`src/rtl/branch_resolve_unit.sv`:
```
// EX-stage branch/jump resolution: B-type compare, JAL/JALR/B targets, registered fetch redirect
// and FSM-held front-end flush. Optional 2-bit BHT enabled by defining BRANCH_BHT_EN.
module branch_resolve_unit #(
  parameter int unsigned XLEN         = 32,
  parameter int unsigned FLUSH_STAGES = 2,
  parameter int unsigned BHT_ENTRIES  = 16
) (
  input  logic            clk_i,
  input  logic            reset_i,
  input  logic            ex_valid_i,
  input  logic            stall_i,
  input  logic [6:0]      ex_opcode_i,
  input  logic [2:0]      ex_funct3_i,
  input  logic [XLEN-1:0] ex_pc_i,
  input  logic [XLEN-1:0] ex_rs1_i,
  input  logic [XLEN-1:0] ex_rs2_i,
  input  logic [XLEN-1:0] ex_imm_i,
  input  logic            ex_pred_taken_i,
  input  logic [XLEN-1:0] fetch_pc_i,
  output logic            fetch_pred_taken_o,
  output logic            redirect_valid_o,
  output logic [XLEN-1:0] redirect_pc_o,
  output logic [XLEN-1:0] link_pc_o,
  output logic            flush_o,
  output logic            illegal_br_o
);

  localparam int unsigned CNT_W = 3;
  localparam logic [6:0]  OP_BR   = 7'b1100011;
  localparam logic [6:0]  OP_JALR = 7'b1100111;
  localparam logic [6:0]  OP_JAL  = 7'b1101111;

  typedef enum logic {S_IDLE, S_FLUSH} state_e;

  state_e            state_q, state_d;
  logic [CNT_W-1:0]  cnt_q, cnt_d;
  logic              redirect_valid_q, redirect_valid_d;
  logic [XLEN-1:0]   redirect_pc_q, redirect_pc_d;
  logic [XLEN-1:0]   link_pc_q, link_pc_d;
  logic              illegal_q, illegal_d;

  logic              is_br, is_jal, is_jalr, accept;
  logic              br_taken, br_illegal, pred_eff, redirect_req;
  logic [XLEN-1:0]   sum_pc_imm, sum_rs1_imm, jalr_tgt, pc_plus4, target;

  assign is_br   = (ex_opcode_i == OP_BR);
  assign is_jal  = (ex_opcode_i == OP_JAL);
  assign is_jalr = (ex_opcode_i == OP_JALR);
  assign accept  = ex_valid_i && !stall_i && (state_q == S_IDLE);

  assign sum_pc_imm  = ex_pc_i + ex_imm_i;
  assign sum_rs1_imm = ex_rs1_i + ex_imm_i;
  assign jalr_tgt    = {sum_rs1_imm[XLEN-1:1], 1'b0};
  assign pc_plus4    = ex_pc_i + XLEN'(4);

  // B-type condition evaluation; funct3 010/011 are reserved encodings
  always_comb begin
    br_taken   = 1'b0;
    br_illegal = 1'b0;
    case (ex_funct3_i)
      3'b000:  br_taken = (ex_rs1_i == ex_rs2_i);
      3'b001:  br_taken = (ex_rs1_i != ex_rs2_i);
      3'b100:  br_taken = ($signed(ex_rs1_i) <  $signed(ex_rs2_i));
      3'b101:  br_taken = ($signed(ex_rs1_i) >= $signed(ex_rs2_i));
      3'b110:  br_taken = (ex_rs1_i <  ex_rs2_i);
      3'b111:  br_taken = (ex_rs1_i >= ex_rs2_i);
      default: br_illegal = 1'b1;
    endcase
  end

  assign redirect_req = is_jal || is_jalr || (is_br && !br_illegal && (br_taken != pred_eff));

  always_comb begin
    target = pc_plus4;
    if (is_jal)                   target = sum_pc_imm;
    else if (is_jalr)             target = jalr_tgt;
    else if (br_taken)            target = sum_pc_imm;
  end

  // Next-state and registered-output logic
  always_comb begin
    state_d          = state_q;
    cnt_d            = cnt_q;
    redirect_valid_d = 1'b0;
    redirect_pc_d    = redirect_pc_q;
    link_pc_d        = link_pc_q;
    illegal_d        = 1'b0;
    case (state_q)
      S_IDLE: begin
        if (accept) begin
          illegal_d = is_br && br_illegal;
          if (redirect_req) begin
            redirect_valid_d = 1'b1;
            redirect_pc_d    = target;
            link_pc_d        = pc_plus4;
            state_d          = S_FLUSH;
            cnt_d            = CNT_W'(FLUSH_STAGES);
          end
        end
      end
      S_FLUSH: begin
        // flush lasts exactly FLUSH_STAGES non-stalled cycles
        if (!stall_i) begin
          if (cnt_q <= CNT_W'(1)) begin
            state_d = S_IDLE;
            cnt_d   = '0;
          end else begin
            cnt_d = cnt_q - CNT_W'(1);
          end
        end
      end
      default: begin
        state_d = S_IDLE;
        cnt_d   = '0;
      end
    endcase
  end

  always_ff @(posedge clk_i or posedge reset_i) begin
    if (reset_i) begin
      state_q          <= S_IDLE;
      cnt_q            <= '0;
      redirect_valid_q <= 1'b0;
      redirect_pc_q    <= '0;
      link_pc_q        <= '0;
      illegal_q        <= 1'b0;
    end else begin
      state_q          <= state_d;
      cnt_q            <= cnt_d;
      redirect_valid_q <= redirect_valid_d;
      redirect_pc_q    <= redirect_pc_d;
      link_pc_q        <= link_pc_d;
      illegal_q        <= illegal_d;
    end
  end

  assign redirect_valid_o = redirect_valid_q;
  assign redirect_pc_o    = redirect_pc_q;
  assign link_pc_o        = link_pc_q;
  assign illegal_br_o     = illegal_q;
  assign flush_o          = (state_q == S_FLUSH);

`ifdef BRANCH_BHT_EN
  localparam int unsigned IDX_W = (BHT_ENTRIES > 1) ? $clog2(BHT_ENTRIES) : 1;

  logic [1:0]       bht_q [BHT_ENTRIES];
  logic [IDX_W-1:0] upd_idx, rd_idx;
  logic             bht_we;
  logic             unused_fetch_bits;

  assign upd_idx  = ex_pc_i[IDX_W+1:2];
  assign rd_idx   = fetch_pc_i[IDX_W+1:2];
  assign bht_we   = accept && is_br && !br_illegal;
  assign pred_eff = ex_pred_taken_i;
  assign unused_fetch_bits = ^{fetch_pc_i[XLEN-1:IDX_W+2], fetch_pc_i[1:0]};

  // Saturating 2-bit counters; a same-cycle read sees the pre-update value
  always_ff @(posedge clk_i or posedge reset_i) begin
    if (reset_i) begin
      for (int i = 0; i < int'(BHT_ENTRIES); i++) bht_q[i] <= 2'b01;
    end else if (bht_we) begin
      if (br_taken && (bht_q[upd_idx] != 2'b11))       bht_q[upd_idx] <= bht_q[upd_idx] + 2'd1;
      else if (!br_taken && (bht_q[upd_idx] != 2'b00)) bht_q[upd_idx] <= bht_q[upd_idx] - 2'd1;
    end
  end

  assign fetch_pred_taken_o = bht_q[rd_idx][1];
`else
  logic unused_no_bht;

  assign pred_eff           = 1'b0;
  assign fetch_pred_taken_o = 1'b0;
  assign unused_no_bht      = ^{ex_pred_taken_i, fetch_pc_i};
`endif

endmodule

```
`config.mk`:
```
export PLATFORM = sky130hd
export DESIGN_NAME = branch_resolve_unit
export DESIGN_NICKNAME = d
export VERILOG_FILES = /design/src/rtl/branch_resolve_unit.sv
export SDC_FILE = /design/constraint.sdc
export NUM_CORES = 1
export LEC_CHECK = 0
export CORE_MARGIN = 5
export CORE_UTILIZATION = 30
export CTS_CLUSTER_DIAMETER = 120
export DETAILED_ROUTE_END_ITERATION = 8
export GPL_TIMING_DRIVEN = 0
export PLACE_DENSITY = 0.56
export SYNTH_ARGS = -nofsm -noshare
export SYNTH_HDL_FRONTEND = slang
export SYNTH_SLANG_ARGS = --single-unit
```
`constraint.sdc`:
```
create_clock -name clk_i -period 2.2 [get_ports clk_i]
set_input_delay 0.55 -clock clk_i [delete_from_list [all_inputs] [get_ports clk_i]]
set_output_delay 0.55 -clock clk_i [all_outputs]
set_load 0.02 [all_outputs]
```
# == Word-level counts from Yosys, hierarchy flattened ==
# Index checks and enable logic that the tools add are counted.
# word_totals
output_inout_bits,68
regBits,70
# classes
mux,18
add_sub_neg,4
n_reduce_logical,12
n_eq_ne,13
n_bitwise,1
magnitude_cmp,5
# op_table
op,n
32-bit 2-to-1 mux,3
32-bit adder,2
32-bit greater-or-equal comparator,2
32-bit less-than comparator,2
"32-bit by 3-bit adder with 32-bit output, second input constant",1
32-bit equality test,1
32-bit inequality test,1
"7-bit equality test, second input constant",3
"3-bit equality test, second input constant",4
3-bit 2-to-1 mux,4
1-bit 2-to-1 mux,8
"2-bit inequality test, second input constant",3
1-bit case mux with 6 select lines,1
3-bit case mux with 2 select lines,1
3-bit AND reduction,2
6-bit OR reduction,1
1-bit logical AND,5
"3-bit by 1-bit equality test with 1-bit output, second input constant",1
"3-bit by 1-bit <= comparator with 1-bit output, second input constant",1
3-bit logical NOT,1
"3-bit by 1-bit subtractor with 3-bit output, second input constant",1
1-bit logical OR,2
1-bit case mux with 2 select lines,1
1-bit logical NOT,1
1-bit inverter,1

# == Logic depth before layout (Yosys ltp) ==
# depth
ltp_word,8
depth_mapped,15
depth_no_buf,12

# == Worst setup path after synthesis ==
# No wires, ideal clock.
# synth_path
path_type,input -> register
startpoint,in ex_rs2_i[31]
endpoint,reg redirect_pc_q[19] (netlist: redirect_pc_o[19])
n_path_buf,3
path_stages,15
path_slack_ps,-1638
setup_time_ps,125
t_arrival_ps,3714
required_ps,2075
cell_sequence,inv_1 -> ha_1 -> nand4_1 -> or4_1 -> or4_4 -> xnor2_1 -> a21oi_1 -> or3_1 -> buf_2 -> o21ai_4 -> nand2_2 -> inv_2 -> buf_6 -> buf_6 -> mux2_2
# synth_via
elab_chain_len,5
# synth_lines
item,line,rtl
"start, declared",16,"input logic [XLEN-1:0] ex_rs2_i,"
"32-bit greater-or-equal comparator, or another cell as far along",66,3'b111: br_taken = (ex_rs1_i >= ex_rs2_i);
1-bit case mux with 6 select lines (*),60,case (ex_funct3_i)
32-bit 2-to-1 mux / 1-bit logical AND (equally long branches),"77, 71",
32-bit 2-to-1 mux / 1-bit logical OR (equally long branches),"76, 71",
32-bit 2-to-1 mux / 3-bit AND reduction (equally long branches),n/a,
"end signal, assigned",131,redirect_pc_q <= redirect_pc_d;
"end, declared",38,"logic [XLEN-1:0] redirect_pc_q, redirect_pc_d;"
# Every way passes the cells marked *; elsewhere a longest branch is shown, timed or not.
# A chain may end at the register's enable or synchronous reset.

# == Final worst setup path ==
# layout_path
startpoint,in ex_rs1_i[21]
endpoint,reg redirect_pc_q[9] (netlist: redirect_pc_o[9])
# layout_via
elab_chain_len,5
# layout_lines
item,line,rtl
"start, declared",15,"input logic [XLEN-1:0] ex_rs1_i,"
"32-bit greater-or-equal comparator, or another cell as far along",66,
1-bit case mux with 6 select lines (*),60,
32-bit 2-to-1 mux / 1-bit logical AND (equally long branches),"77, 71",
32-bit 2-to-1 mux / 1-bit logical OR (equally long branches),"76, 71",
32-bit 2-to-1 mux / 3-bit AND reduction (equally long branches),n/a,
# Marked as above.

==> impl_metrics.tcl <==
set metrics [dict create \
    outcome "complete, but fails checks" \
    violations "negative setup slack" \
    core_area_um2 26800 \
    grt_pass1_vias 8642 \
    area_growth_syn_to_layout_pct 53.7 \
    ys_warn_count 0 \
    synth-edff-count 0 \
    synth_compound_area_share_pct 27.3 \
    grt_overflow 0 \
    cp.depth 14 \
    finClkSkew_ps 5.50 \
    track_usage_pct 21.4 \
    p_leak_nw 5.43 \
    dpl.cell_count 1531 \
    syn_inst 981 \
    path_class "in -> reg" \
    slew_headroom_pct 39.3 \
    drtIter0Drc 761 \
    synth-xor-area-share_pct 7.87 \
    drive_gt1_share_pct 24.1 \
    antenna_found_initial 2 \
    hp-class "reg -> reg" \
    hold-path-cell-count 1 \
    worstPathCellList "buf_2 > ha_4 > nand4_1 > or4_4 > or4_4 > xnor2_2 > a21oi_2 > or3_4 > o21ai_4 > nand2_2 > clkinv_4 > buf_12 > buf_12 > mux2_4" \
    synth_fa_ha_area_share_pct 15.3 \
    drt-total-wl_mm 34.9 \
    cts_made_buffers 9 \
    nets 1523 \
    max_stage_delay_ps 590 \
    seq_area_um2 1750 \
    cts_tree "yes" \
    num_rows 60 \
    dp_slack_ps -2940 \
    reg2reg_depth 5 \
    finalHoldViolCount 0 \
    clock-sinks 70 \
    setup_viol 69 \
    async_flop_share_pct 100 \
    ys.flop_type "dfrtp_1" \
    drtPass1Iterations 5 \
    ys_seq_area_share_pct 21.6 \
    arrival_ps 3860 \
    yosys_register_bits 70 \
    fp.dieH_um 175 \
    cts_buffer_depth 2 \
    path_buf_inv 4 \
    synth_top_family_by_area "compound AO/OA/AOI/OAI gates" \
    grt_max_degree 39 \
    syn-cell-area_um2 8120 \
    synth.area.top_cells "dfrtp_1, ha_1, mux2_2" \
    vdd_drop_max_v 0.000307 \
    grt_pass1_wl_mm 50.8 \
    htreeDepth 3 \
    syn-num-nets 1254 \
    finalSetupTns_ps -91800 \
    synth_top_area_share_pct 21.6 \
    instances_no_fill 1597 \
    finalPower_mw 6.23 \
    worstMarginPinSlew_ps 904 \
    fmax_ghz 0.275 \
    synth-simple-area-share_pct 17.4 \
    slowest_stage "or4_4" \
    num_vias 8837 \
    start_util_pct 30.3 \
    antenna_left 0 \
    fin_ws_ps -1440 \
    multi_input_comb_area_um2 6850 \
    synth.mux.area_fraction_pct 5.83 \
    die_x_um 175 \
    io_buffers 208 \
    start_kind "primary input" \
    critPathTopFamily "simple AND/OR/NAND/NOR gates" \
    cts-root-buf "clkbuf_16" \
    avgSynthCellArea_um2 8.28 \
    fin_crit_ps 3640 \
    critical_path_required_ps 2410 \
    wl_per_cell_um 21.9 \
    rsz0062_at_grt "yes" \
    cp-end-kind "register" \
    num-fill-cells 2611 \
    via_per_inst 5.53 \
    max_cap_viol_count 0 \
    fin_crit_sh_pct 166 \
    drcViolationCount 0 \
    gp_congestion 0.900 \
    ys_types 77 \
    crit_fanout 8 \
    io_pins 243 \
    power_density_nw_per_um2 499 \
    clkLatencyLatePin_ps 330 \
    fp.dieArea_um2 30500 \
    dp_hpwl_mm 28.0 \
    path_clk_slew_ps 60 \
    yosys.area.top_type "dfrtp_1" \
    slew_violations 0 \
]
[state kept, by name, indices dropped and copies added, names as in the netlist]
register,count
redirect_valid_o,1
redirect_pc_o,32
cnt_q,3
illegal_br_o,1
flush_o,1
link_pc_o,32
[worst paths after layout]
| path | slack, ps | end | from |
|---|---|---|---|
| setup / recovery | -1440 | redirect_pc_o[9] | ex_rs1_i[21] |
| hold / removal | 480 | link_pc_o[24] | link_pc_o[24] |
| setup reg to reg | -300 | redirect_pc_o[14] | flush_o |
| hold reg to reg | 480 | link_pc_o[24] | link_pc_o[24] |
| max in group asynchronous | 850 | link_pc_o[30] | reset_i |
| min in group asynchronous | 700 | redirect_pc_o[1] | reset_i |
[what timing repair did]
action,CTS,global route
cloned,3,4
pin swaps,48,53
buffers inserted,23,25
hold buffers,0,0
endpoints found under the setup margin,69,69
gates resized for setup,237,175
[synth_stat cells, drive strengths merged, types with 16 or more instances]
cell	n
nand4	16
nand2	72
a31oi	20
inv	57
clkbuf	24
o21ai	59
nand3	33
ha	96
a21oi	69
nor2	57
dfrtp	70
xor2	35
a21o	41
nor3	25
xnor2	38
mux2	34
[final cells by class]
cell class	instances	share of cell area [%]
antenna	1	0.0201
buffer	32	2.29
clock buffer	11	1.94
clock inverter	5	0.471
inverter	57	1.92
multi-input combinational	818	54.8
sequential	70	14.0
tap	341	3.42
timing repair buffer	262	21.1
[report_power, final]
part | total [mW] | leakage, nW | switching (mW) | internal [mW]
clock | 1.49 | 0.142 | 0.579 | 0.909
combinational | 3.15 | 4.35 | 1.67 | 1.48
sequential | 1.59 | 0.940 | 0.132 | 1.46
total | 6.23 | 5.43 | 2.38 | 3.85
[logic make-up after synthesis]
kind of cell,after synthesis
buf+inv,93
xor+xnor,73
fa+ha+maj,98
simple gates,282
other cells,1
flops,70
mux,43
compound gates,321
[cells in the final DEF (no fill, tap or decap), types with 14 or more instances in the layout]
| master | netlist | final |
|---|---|---|
| ha_4 | 0 | 28 |
| xor2_1 | 35 | 34 |
| dfrtp_1 | 70 | 70 |
| clkbuf_1 | 24 | 18 |
| xnor2_1 | 38 | 37 |
| a21o_1 | 41 | 41 |
| nand2_1 | 71 | 63 |
| clkdlybuf4s50_1 | 0 | 147 |
| and3_1 | 15 | 14 |
| nor2_1 | 56 | 55 |
| nand4_1 | 16 | 16 |
| o21ai_0 | 56 | 46 |
| clkbuf_2 | 0 | 14 |
| buf_6 | 3 | 39 |
| inv_2 | 1 | 23 |
| ha_1 | 96 | 67 |
| buf_4 | 2 | 26 |
| clkbuf_16 | 0 | 15 |
| nand3_1 | 33 | 33 |
| mux2_4 | 0 | 28 |
| a31oi_1 | 20 | 16 |
| a21oi_1 | 69 | 61 |
| nor3_1 | 25 | 20 |
| inv_1 | 56 | 29 |
[per-stage QoR]
step / hold slack [ps] / cell area (um^2) / utilization, %
after global placement: 478 / 10800 / 40.3
after global routing: 515 / 12500 / 46.6
after detailed placement: 478 / 10800 / 40.4
after CTS: 492 / 11700 / 43.8
final: 481 / 12500 / 46.6
after floorplan: 516 / 8300 / -
[per-layer routing]
layer / track usage (%) / vias up / routed length [um]
li1: - / 4227 / -
met1: 29.6 / 4199 / 15800
met2: 34.7 / 366 / 16100
met3: 3.87 / 43 / 2350
met4: 4.78 / 2 / 658
met5: 0 / - / 7
(Power assumes the default switching activity.)
